### src/rtl/snake_pkg.sv
// Shared direction codes and helpers for the snake game input path.
package snake_pkg;

  typedef logic [2:0] dir_t;

  localparam dir_t DIR_UP    = 3'd1;
  localparam dir_t DIR_RIGHT = 3'd2;
  localparam dir_t DIR_DOWN  = 3'd3;
  localparam dir_t DIR_LEFT  = 3'd4;
  localparam dir_t DIR_RESET = DIR_RIGHT;

  function automatic dir_t dir_opposite(input dir_t code);
    case (code)
      DIR_UP:    return DIR_DOWN;
      DIR_DOWN:  return DIR_UP;
      DIR_RIGHT: return DIR_LEFT;
      DIR_LEFT:  return DIR_RIGHT;
      default:   return 3'd0;
    endcase
  endfunction

endpackage

### src/rtl/button_debounce.sv
// One active-low push-button: 2-FF synchroniser, counting debouncer and
// press-edge detector.
module button_debounce #(
  parameter int DEBOUNCE_CYCLES = 250000,
  parameter int CNT_W           = 18
) (
  input  logic clock,
  input  logic reset,
  input  logic btn_n,
  output logic level,
  output logic press
);

  localparam logic [CNT_W-1:0] CNT_LAST = CNT_W'(DEBOUNCE_CYCLES - 1);

  logic             sync_q1;
  logic             sync_q2;
  logic             sample;
  logic [CNT_W-1:0] cnt;

  assign sample = ~sync_q2;

  // The press pulse is asserted in the cycle the level is about to rise, so
  // the arbiter acts on the same edge that flips the debounced level.
  assign press = ~level & sample & (cnt == CNT_LAST);

  always_ff @(posedge clock) begin
    if (reset) begin
      sync_q1 <= 1'b1;
      sync_q2 <= 1'b1;
      level   <= 1'b0;
      cnt     <= '0;
    end else begin
      // NOTE: non-blocking assignments keep the two synchroniser stages as
      // distinct flops; blocking ones would collapse them into a single stage.
      sync_q1 <= btn_n;
      sync_q2 <= sync_q1;
      if (sample == level) begin
        cnt <= '0;
      end else if (cnt == CNT_LAST) begin
        level <= ~level;
        cnt   <= '0;
      end else begin
        cnt <= cnt + 1'b1;
      end
    end
  end

endmodule

### src/rtl/snake_dir_input.sv
// Conditions both players' direction buttons and arbitrates them into move1/move2.
// Define SNAKE_DIR_QUEUE_EN for a 2-entry turn queue per player behind pending.
module snake_dir_input
  import snake_pkg::*;
#(
  parameter int DEBOUNCE_CYCLES = 250000,
  parameter int CNT_W           = 18
) (
  input  logic        clock,
  input  logic        reset,
  input  logic        tick,
  input  logic        up,
  input  logic        down,
  input  logic        left,
  input  logic        right,
  input  logic        up2,
  input  logic        down2,
  input  logic        left2,
  input  logic        right2,
  output logic [31:0] move1,
  output logic [31:0] move2,
  output logic        turn1,
  output logic        turn2
);

  // Per player, bit 0..3 = up, right, down, left, which is also priority order.
  logic [7:0] btn_n;
  logic [7:0] press;

  assign btn_n = {left2, down2, right2, up2, left, down, right, up};

  for (genvar i = 0; i < 8; i++) begin : g_btn
    button_debounce #(
      .DEBOUNCE_CYCLES(DEBOUNCE_CYCLES),
      .CNT_W          (CNT_W)
    ) u_btn (
      .clock(clock),
      .reset(reset),
      .btn_n(btn_n[i]),
      .level(),
      .press(press[i])
    );
  end

  for (genvar p = 0; p < 2; p++) begin : g_player
    logic [3:0] ev;
    logic       req_valid;
    dir_t       req_code;
    dir_t       cbase;
    dir_t       pending;
    dir_t       committed;
    logic       turn;

    assign ev    = press[p*4 +: 4];
    assign cbase = tick ? pending : committed;

    always_comb begin
      // NOTE: every path assigns req_code first, so no latch is inferred.
      req_code  = DIR_LEFT;
      req_valid = |ev;
      if (ev[0])      req_code = DIR_UP;
      else if (ev[1]) req_code = DIR_RIGHT;
      else if (ev[2]) req_code = DIR_DOWN;
    end

`ifdef SNAKE_DIR_QUEUE_EN
    dir_t       q [2];
    logic [1:0] q_cnt;
    dir_t       check_base;
    logic       push;
    logic       pop;

    assign check_base = (q_cnt != 2'd0) ? q[q_cnt[1]] : cbase;
    assign push = req_valid && (req_code != dir_opposite(check_base)) && (q_cnt != 2'd2);
    assign pop  = tick && (q_cnt != 2'd0);

    always_ff @(posedge clock) begin
      if (reset) begin
        // NOTE: queue storage is not reset; q_cnt alone marks entries valid.
        pending   <= DIR_RESET;
        committed <= DIR_RESET;
        turn      <= 1'b0;
        q_cnt     <= 2'd0;
      end else begin
        turn <= 1'b0;
        if (tick) committed <= pending;
        if (pop) begin
          pending <= q[0];
          turn    <= (q[0] != pending);
        end
        case ({push, pop})
          2'b10: begin
            q[q_cnt[0]] <= req_code;
            q_cnt       <= q_cnt + 2'd1;
          end
          2'b01: begin
            q[0]  <= q[1];
            q_cnt <= q_cnt - 2'd1;
          end
          2'b11: q[0] <= req_code;
          default: ;
        endcase
      end
    end
`else
    always_ff @(posedge clock) begin
      if (reset) begin
        pending   <= DIR_RESET;
        committed <= DIR_RESET;
        turn      <= 1'b0;
      end else begin
        turn <= 1'b0;
        if (tick) committed <= pending;
        // A reversal is judged against the direction the snake will really move in.
        if (req_valid && (req_code != dir_opposite(cbase))) begin
          pending <= req_code;
          turn    <= (req_code != pending);
        end
      end
    end
`endif
  end

  assign move1 = {29'd0, g_player[0].pending};
  assign move2 = {29'd0, g_player[1].pending};
  assign turn1 = g_player[0].turn;
  assign turn2 = g_player[1].turn;

endmodule
### config.mk
export PLATFORM = sky130hd
export DESIGN_NAME = snake_dir_input
export DESIGN_NICKNAME = d
export VERILOG_FILES = /design/src/rtl/snake_pkg.sv /design/src/rtl/button_debounce.sv /design/src/rtl/snake_dir_input.sv
export SDC_FILE = /design/constraint.sdc
export NUM_CORES = 1
export LEC_CHECK = 0
export BUFFER_PORTS_ARGS = -buffer_cell sky130_fd_sc_hd__buf_2
export CAP_MARGIN = 5
export CORE_UTILIZATION = 35
export CTS_CLUSTER_DIAMETER = 30
export CTS_CLUSTER_SIZE = 14
export DETAILED_ROUTE_END_ITERATION = 10
export GPL_TIMING_DRIVEN = 0
export HOLD_SLACK_MARGIN = 0.06
export MAX_ROUTING_LAYER = met4
export SLEW_MARGIN = 10
export SYNTH_ARGS = -nofsm -noshare
export SYNTH_HDL_FRONTEND = slang
export SYNTH_SLANG_ARGS = --single-unit
### constraint.sdc
create_clock -name clock -period 2.18 [get_ports clock]
set_input_delay 0.109 -clock clock [delete_from_list [all_inputs] [get_ports clock]]
set_output_delay 0.109 -clock clock [all_outputs]
set_load 0.03 [all_outputs]
==> out/qor.csv <==
stage,metric,value,unit
yosys,synth_area,8470,µm²
worst_setup_path,worstPathArrival,2.67,ns
global_route,grt_overflow_total,0,
yosys,synth_cell_type_count,52,
drt,top_layer,met4,
clock_network,root_buffer,clkbuf_16,
place,hpwlAfterDp,11300,µm
floorplanning,die_area,24800,µm²
power_and_ir_drop,sw_frac_of_total,23.6,%
floorplanning,die_w,158,µm
worst_setup_path,critPathMaxStageDelay,0.55,ns
place,place_ws,-0.433,ns
yosys,yosys_warnings,0,
drt,post_drt_via_cell_ratio,4.59,
sta,whs,0.154,ns
yosys,ys.flop_type,dfxtp_1,
clock_network,cts_max_path_buffers,2,
yosys,synthArstFlopShare,0,%
clock_network,cts_tree,yes,
sta,fmax,0.429,GHz
sta,drv_slew,0,
global_route,grt_pass1_wl,27700,µm
power_and_ir_drop,p_comb_share,4.8,%
sta,hold_viol,0,
drt,routedWlPerCell,11.5,µm
drt,met3_length,546,µm
global_route,antenna_found_initial,0,
worst_setup_path,critPathLaunch,g_btn[6].u_btn.cnt[6],
floorplanning,ioPinCount,77,
worst_setup_path,rr_worst_depth,6,
worst_setup_path,crit_type,register to register,
global_route,grt_max_degree,18,
cells_and_area,layout-drive-gt1-share,17.6,%
cells_and_area,syn2layout_area_growth,19.6,%
yosys,yosysSeqAreaShare,43.0,%
sta,finalSetupViolations,7,
sta,setup_tns,-0.640,ns
clock_network,clk_pin_slew,0.07,ns
power_and_ir_drop,vdd_drop_max,483,µV
power_and_ir_drop,p_leak,3.70,nW
power_and_ir_drop,seqPwrFrac,50.5,%
cells_and_area,final_nets,1120,
yosys,synth_area_leader_cell,dfxtp_1,
drt,drt_first_pass_iters,4,
sta,worst_pin_slew,0.786,ns
power_and_ir_drop,p_sw,0.00156,W
drt,wl_met1,8250,µm
hold_path,hp-start,reset,
place,placed_area,9170,µm²
outcome,violations,setup timing,
clock_network,ctsHtreeMaxLevel,4,
clock_network,numCtsBuffers,17,
cells_and_area,multi_input_area,4640,µm²
power_and_ir_drop,clkPwrFrac,44.7,%
floorplanning,rows,56,
drt,drc,0,
drt,detail-route-antenna-nets,0,
worst_setup_path,worstSetupEndpointType,register,
sta,fin_skew,0.0135,ns
sta,final.min_clock_period,2.33,ns
worst_setup_path,timing.rr.end,turn2,
power_and_ir_drop,power_density,655,nW/µm²
sta,setup_slack,-0.151,ns
cells_and_area,final_cell_area,10100,µm²
drt,drt_iter0_markers,304,
worst_setup_path,crit_fanout,4,
yosys,synth_area_leaders,"dfxtp_1 (43%), nor2_1 (7.5%), xor2_1 (6.5%), xnor2_1 (5.6%), buf_4 (5.1%)",
cells_and_area,final-seq-area,3660,µm²
sta,timing.final.crit_share,107,%
worst_setup_path,worst_path_max_delay_cell,or4b_4,
global_route,grt_pass1_vias,6022,
place,io_buffers,17,
floorplanning,fp.coreArea,23600,µm²
yosys,avgSynthCellArea,8.59,µm²
hold_path,min_to,g_btn[6].u_btn.cnt[1],
power_and_ir_drop,internal_power,0.00507,W
sta,rsz0062_at_grt,yes,
clock_network,clkSinkCount,182,
hold_path,hold_path_depth,3,
yosys,yosysTopAreaCellShare,43.0,%
cells_and_area,antennaDiodeCount,0,
sta,maxSlewHeadroom,46.1,%
floorplanning,start_util,35.9,%
yosys,synthCells,986,
place,gp_congestion,0.824,
cells_and_area,fin_util,42.9,%
clock_network,clk_latency,0.43,ns
cells_and_area,fillCellCount,2379,
drt,wl,16400,µm
global_route,track_usage,14.2,%
job,maxCapViolCount,0,
worst_setup_path,crit_chain,or4b_4 > or4_4 > o22ai_4 > o21bai_4 > a311oi_4 > nor4b_4,
yosys,synth_seq_cells,182,
worst_setup_path,cp-start-kind,register,
worst_setup_path,r2r_slack,-0.15,ns
drt,vias,6541,
drt,dr_wl_met2,7420,µm
floorplanning,die-height,158,µm
outcome,status,"complete, but fails checks",
yosys,synth_edf_count,0,
worst_setup_path,cp.required,2.52,ns
hold_path,hold_class,primary input to register,
worst_setup_path,reg2reg_from,g_btn[6].u_btn.cnt[6],
-- logic make-up (layout without fill, tap and decap cells) --
group                      count (synthesis)  after routing  synth area share, %
AOI/OAI and AO/OA                         60             60                 4.77
buffers and inverters                    108            171                 7.36
xor gates and xnor gates                 117            117                 12.1
and+or+nand+nor                          493            493                 29.2
other                                      1             58               0.0443
DFF                                      182            182                 43.0
adders and majority gates                 16             16                 2.36
muxes                                      9              9                 1.11
-- cell type report --
| type | count | share of cell area (%) |
|---|---|---|
| clock buffer | 18 | 4.34 |
| multi-input combinational | 753 | 45.8 |
| timing repair buffer | 37 | 2.52 |
| tap | 319 | 3.94 |
| inverter | 34 | 1.26 |
| sequential | 182 | 36.1 |
| clock inverter | 14 | 1.25 |
| buffer | 68 | 4.77 |
-- placed cells by master, fill, tap and decap left out, drive strengths merged, types with 9 or more instances in the layout --
master / n
nand2: 79
xor2: 63
nor2: 169
nor4: 17
or2: 22
nand3: 59
nand4: 21
a21oi: 22
or3: 19
nor3: 14
inv: 38
ha: 16
nor4b: 9
clkbuf: 27
conb: 58
o21ai: 19
and3: 42
dfxtp: 182
xnor2: 54
buf: 88
-- sequential cells by signal, summed over array words and instances (netlist names) --
name and cells:
g_btn.u_btn.sync_q1 8, turn1 1, g_player.pending 6, g_player.committed 6, g_btn.u_btn.level 8, g_btn.u_btn.sync_q2 8
g_btn.u_btn.cnt 144, turn2 1
-- metrics by stage --
step | instances | power [W]
after global placement | 1379 | 0.00373
after floorplan | 1043 | 0.00369
after detailed placement | 1379 | 0.00373
after CTS | 1426 | 0.00672
final | 1425 | 0.00663
after global routing | 1425 | 0.00687
-- synthesized netlist by cell type, drive strengths merged (2+ instances only) --
master,instances
xor2,63
or2,22
nor4b,9
mux2,3
a2111oi,2
nor4bb,3
nor3b,2
or3,19
nor4,17
xnor2,54
a211o,2
nor3,14
nand2,79
nand4b,3
clkbuf,15
nor2b,2
and2,5
mux2i,6
buf,59
o221a,2
nand2b,6
nand3,59
dfxtp,182
or4,7
and4b,2
and3,42
and4,6
nand4,21
nor2,169
o2111a,3
or4b,3
inv,34
a21oi,22
a211oi,2
ha,16
o21ai,19
nand3b,3
-- timing repair --
action	CTS	global route
setup endpoints to repair	80	93
resized for setup	32	21
pin swaps	10	14
hold buffers	8	0
hold endpoints to repair	8	0
setup buffers	10	2
-- how the worst max path moves through the flow --
stage | cells after the start | endpoint | slack [ns]
floorplan | 7 | g_player[0].pending[1] | 0.02
global placement | 6 | g_btn[3].u_btn.cnt[10] | -0.38
detailed placement | 6 | g_btn[3].u_btn.cnt[9] | -0.43
CTS | 6 | turn2 | -0.16
global route | 6 | turn2 | -0.23
finish | 6 | turn2 | -0.15
-- routing by layer --
layer,GRT usage (%),vias to the layer above
met3,2.73,12
met2,21.9,90
met4,4.62,0
li1,-,3442
met1,18.6,2997
met5,-,-
-- power groups by stage --
stage          clock network, W  logic (W)  registers (W)
6_report                0.00297   0.000320        0.00335
5_1_grt                 0.00317   0.000350        0.00335
4_1_cts                 0.00305   0.000320        0.00335
3_5_place_dp                  0   0.000306        0.00342
3_3_place_gp                  0   0.000305        0.00342
2_1_floorplan                 0   0.000269        0.00342
-- critical path, delay by kind of cell, from the launching register on --
family	cells	cell delay, ns
AND/OR/NAND/NOR	3	1.26
AO/OA/AOI/OAI	3	0.62
flip-flops	1	0.35
(Power assumes the default switching activity.)
